<file path="config.mk">
export PLATFORM = sky130hd
export DESIGN_NAME = chunked_add_sequencer
export DESIGN_NICKNAME = d
export VERILOG_FILES = /design/src/rtl/adder_seq_pkg.sv /design/src/rtl/rippleAdder.sv /design/src/rtl/chunked_add_sequencer.sv
export SDC_FILE = /design/constraint.sdc
export NUM_CORES = 1
export LEC_CHECK = 0
export ABC_AREA = 1
export ABC_CLOCK_PERIOD_IN_PS = 3400
export BUFFER_PORTS_ARGS = -buffer_cell sky130_fd_sc_hd__buf_4
export CAP_MARGIN = 25
export CORE_MARGIN = 2
export CORE_UTILIZATION = 57
export CTS_BUF_LIST = sky130_fd_sc_hd__clkbuf_16
export CTS_CLUSTER_SIZE = 28
export DETAILED_ROUTE_END_ITERATION = 8
export PLACE_DENSITY = 0.9
export SYNTH_ARGS = -nofsm -noshare
export SYNTH_HDL_FRONTEND = slang
export SYNTH_SLANG_ARGS = --single-unit
</file>
<file path="constraint.sdc">
create_clock -name clk -period 3.4 [get_ports clk]
set_input_delay 1.02 -clock clk [delete_from_list [all_inputs] [get_ports clk]]
set_output_delay 1.02 -clock clk [all_outputs]
set_load 0.02 [all_outputs]
</file>
<file path="src/rtl/adder_seq_pkg.sv">
// Shared constants and state encoding for the chunked add sequencer.
package adder_seq_pkg;

  localparam int unsigned SLICE_W = 4;

  localparam logic [1:0] IDLE = 2'd0;
  localparam logic [1:0] ADD  = 2'd1;
  localparam logic [1:0] DONE = 2'd2;

  typedef enum logic [1:0] {
    StIdle = IDLE,
    StAdd  = ADD,
    StDone = DONE
  } state_e;

endpackage

</file>
<file path="src/rtl/rippleAdder.sv">
// 4-bit ripple-carry adder slice, shared by the sequencer.
module rippleAdder (
  input  logic [3:0] a,
  input  logic [3:0] b,
  input  logic       cin,
  output logic [3:0] sum,
  output logic       cout
);

  logic [4:0] carry;

  assign carry[0] = cin;

  for (genvar i = 0; i < 4; i++) begin : g_fa
    assign sum[i]     = a[i] ^ b[i] ^ carry[i];
    assign carry[i+1] = (a[i] & b[i]) | (carry[i] & (a[i] ^ b[i]));
  end

  assign cout = carry[4];

endmodule

</file>
<file path="src/rtl/chunked_add_sequencer.sv">
// Adds two wide operands through one shared 4-bit ripple slice, LSB slice first,
// with valid/ready handshakes on operand accept and result return.
module chunked_add_sequencer
  import adder_seq_pkg::*;
#(
  parameter int unsigned WORDS = 4,
  parameter int unsigned CNT_W = 4
) (
  input  logic                       clk,
  input  logic                       rst,
  input  logic                       start_valid,
  output logic                       start_ready,
  input  logic [SLICE_W*WORDS-1:0]   a,
  input  logic [SLICE_W*WORDS-1:0]   b,
  input  logic                       cin,
  output logic                       result_valid,
  input  logic                       result_ready,
  output logic [SLICE_W*WORDS-1:0]   sum,
  output logic                       cout,
  output logic                       busy
);

  localparam int unsigned OpW = SLICE_W * WORDS;
  localparam logic [CNT_W-1:0] LastIdx = CNT_W'(WORDS - 1);

  state_e           state_q, state_d;
  logic [OpW-1:0]   a_q, a_d;
  logic [OpW-1:0]   b_q, b_d;
  logic [OpW-1:0]   sum_q, sum_d;
  logic             carry_q, carry_d;
  logic             cout_q, cout_d;
  logic [CNT_W-1:0] idx_q, idx_d;

  logic [SLICE_W-1:0]     slice_sum;
  logic                   slice_cout;
  logic [OpW+SLICE_W-1:0] sum_ext;

  rippleAdder u_slice (
    .a    (a_q[SLICE_W-1:0]),
    .b    (b_q[SLICE_W-1:0]),
    .cin  (carry_q),
    .sum  (slice_sum),
    .cout (slice_cout)
  );

  // New nibble enters at the top; after WORDS shifts the LSB slice sits at bit 0.
  assign sum_ext = {slice_sum, sum_q};

  always_ff @(posedge clk) begin
    if (rst) begin
      state_q <= StIdle;
      a_q     <= '0;
      b_q     <= '0;
      sum_q   <= '0;
      carry_q <= 1'b0;
      cout_q  <= 1'b0;
      idx_q   <= '0;
    end else begin
      state_q <= state_d;
      a_q     <= a_d;
      b_q     <= b_d;
      sum_q   <= sum_d;
      carry_q <= carry_d;
      cout_q  <= cout_d;
      idx_q   <= idx_d;
    end
  end

  always_comb begin
    state_d = state_q;
    a_d     = a_q;
    b_d     = b_q;
    sum_d   = sum_q;
    carry_d = carry_q;
    cout_d  = cout_q;
    idx_d   = idx_q;
    unique case (state_q)
      StIdle: begin
        if (start_valid) begin
          a_d     = a;
          b_d     = b;
          carry_d = cin;
          idx_d   = '0;
          sum_d   = '0;
          state_d = StAdd;
        end
      end
      StAdd: begin
        sum_d   = sum_ext[OpW+SLICE_W-1:SLICE_W];
        a_d     = a_q >> SLICE_W;
        b_d     = b_q >> SLICE_W;
        carry_d = slice_cout;
        idx_d   = idx_q + 1'b1;
        if (idx_q == LastIdx) begin
          cout_d  = slice_cout;
          state_d = StDone;
        end
      end
      StDone: begin
        if (result_ready) state_d = StIdle;
      end
      default: state_d = StIdle;
    endcase
  end

  assign start_ready  = (state_q == StIdle);
  assign result_valid = (state_q == StDone);
  assign busy         = (state_q == StAdd) || (state_q == StDone);
  assign sum          = sum_q;
  assign cout         = cout_q;

endmodule
</file>
==> flow_metrics.tcl <==
set metrics [dict create \
    num_antenna_cells 0 \
    grt_max_degree 41 \
    first_global_vias 2262 \
    synthesis.instances 358 \
    netlist.area_leader.share_pct 44.1 \
    first_pass_iters 4 \
    post_cts_buffers 0 \
    yosysMostFrequentCell "nand2_1" \
    synthTopCellsByArea "dfxtp_1 44%, nand2_1 21%, nor2_1 7.5%, a21oi_1 6.3%, o21ai_0 5.1%" \
    layout_min_cycle_time_ps 2370 \
    gp_congestion 0.785 \
    route.antenna.remaining_nets 0 \
    min_period_over_period_pct 69.8 \
    vias 2337 \
    worstSetupPathType "flop to primary output" \
    die_h_um 70.8 \
    vias_per_cell 5.13 \
    p_per_area_nw_per_um2 530 \
    grt.total_usage_pct 23.3 \
    syn_to_final_growth_pct 20.1 \
    ys_top_cells_by_count "139 x nand2_1, 56 x dfxtp_1, 51 x nor2_1" \
    async_reset_ff_share_pct 0 \
    fp.dieW_um 70.8 \
    dieArea_um2 5010 \
    cts.sinks 56 \
    path_max_fanout 7 \
    ir_drop_uv 314 \
    clk_latency_ps 290 \
    cts-resized-gates 0 \
    drc 0 \
    reg2reg_from "state_q[1]$_SDFFE_PP0P_" \
    postPlaceCellArea_um2 2910 \
    report.final.slew_viol_count 0 \
    clk_path_buf_depth 2 \
    cp_cell_sequence "inv_1, ha_1, buf_4" \
    numPortBuffers 56 \
    synth-edff-count 0 \
    drive_above_1_share_pct 17.3 \
    crit_start "state_q[0]$_SDFFE_PP0P_" \
    setup_violations 0 \
    ys.flop_type "dfxtp_1" \
    rows 24 \
    yosysTopAreaCell "dfxtp_1" \
    hp-class "flop to flop" \
    avgSynthCellArea_um2 7.09 \
    maxCapViolCount 0 \
    synth_warnings 0 \
    endpoint "start_ready" \
    cp_slowest_cell "ha_1" \
    io_pins 57 \
    wl_mm 5.39 \
    core_um2 4320 \
    arrival_ps 1350 \
    start_util_pct 58.7 \
    overflow 0 \
    cts_buffers 5 \
    holdBufCountCts 0 \
    worst-endpoint-required_ps 2380 \
    r2r-end "b_q[0]$_SDFFE_PP0P_" \
    status "finished clean" \
    antenna_found_initial 0 \
    regToRegSetupSlack_ps 1110 \
    fin_area_um2 3050 \
    cts_tree "built" \
    yosysSeqAreaShare_pct 44.1 \
    dp_hpwl_mm 3.53 \
    fin_nets 449 \
    skew_ps 5.21 \
    critical_path.startpoint_type "flop" \
    hold_violations 0 \
    wire_per_inst_um 11.8 \
    rsz0062_at_grt "false" \
    cpPeakStageDelay_ps 430 \
    clk_pin_slew_ps 70 \
    synth.distinct_cells 21 \
    relSlewSlack_pct 35.5 \
    endpoint_kind "primary output" \
    htreeDepth 2 \
    total_leakage_power_nw 1.39 \
    drt-initial-drc-count 224 \
    worstMarginPinSlew_ps 964 \
    root_buffer "clkbuf_16" \
    fmax_mhz 421 \
    synth_nets 403 \
    syn_area_um2 2540 \
    ys_ff_latch 56 \
    whs_ps 461 \
    rr_worst_depth 7 \
    setup_tns_ps 0 \
    grt_first_pass_wirelength_mm 9.38 \
]
## where the power goes
group | switching (W) | internal [W] | leakage [nW]
clock network | 0.000228 | 0.000268 | 0.0657
logic | 0.000240 | 0.000131 | 0.866
registers | 0.0000318 | 0.000719 | 0.458
## area by class of cell
cell class | instances | area (um2)
fill | 365 | 1270
multi-input combinational | 266 | 1220
sequential | 56 | 1120
timing repair buffer | 59 | 443
clock buffer | 5 | 125
tap | 52 | 65.1
inverter | 16 | 60.1
clock inverter | 2 | 12.5
## logic make-up (layout without fill, tap and decap cells)
kind of cell,Yosys count,in the layout,synth area share [%]
buffers and inverters,36,82,7.68
AO/OA/AOI/OAI,64,64,14.1
flip-flops,56,56,44.1
AND/OR/NAND/NOR,194,194,28.9
adder cells (fa/ha/maj),8,8,5.12
## flip-flops by register name (all words and copies together), names as in the netlist
register and cells:
cout 1, state_q 2, a_q 16, carry_q 1, b_q 16, idx_q 4, sum 16
## critical path: cells and delay by family, from the launching register on
kind | cells | cell delay (ps)
flip-flops | 1 | 310
adder cells (fa/ha/maj) | 1 | 430
buffers and inverters | 2 | 310
## how the worst min path moves through the flow
stage	from	end	cells after the start
2_1_floorplan	a_q[12]$_SDFFE_PP0P_	a_q[12]$_SDFFE_PP0P_	2
4_1_cts	sum[0]$_SDFFE_PP0P_	sum[0]$_SDFFE_PP0P_	2
5_1_grt	b_q[12]$_SDFFE_PP0P_	b_q[12]$_SDFFE_PP0P_	2
6_report	sum[0]$_SDFFE_PP0P_	sum[0]$_SDFFE_PP0P_	2
3_5_place_dp	sum[0]$_SDFFE_PP0P_	sum[0]$_SDFFE_PP0P_	2
3_3_place_gp	a_q[15]$_SDFFE_PP0P_	a_q[15]$_SDFFE_PP0P_	2
## cells in the final DEF, fill, tap and decap left out, drive strengths merged
master and count:
nor2 52, inv 16, nand2 139, clkbuf 5, clkinv 1, clkinvlp 1, fa 4, a21boi 1
nand3 3, dfxtp 56, o21ai 29, a21oi 33, buf 59, o21a 1, ha 4
## per-stage QoR
step                std cells  util (%)  total power, W  setup slack [ps]
floorplan                 358         -         0.00105              1320
global placement          449      67.4         0.00112              1050
detailed placement        449      67.4         0.00113               991
CTS                       456      70.5         0.00162              1020
global route              456      70.5         0.00171               912
finish                    456      70.5         0.00162              1030
## per-layer routing
metal / global-route usage [%] / part of all wire [%] / up-vias
li1: - / - / 1203
met1: 27.4 / 43 / 1059
met2: 41.2 / 49 / 65
met3: 5.70 / 5.9 / 10
met4: 8.60 / 1.6 / 0
met5: 0 / 0 / -
Power figures use the tool's default switching activity.
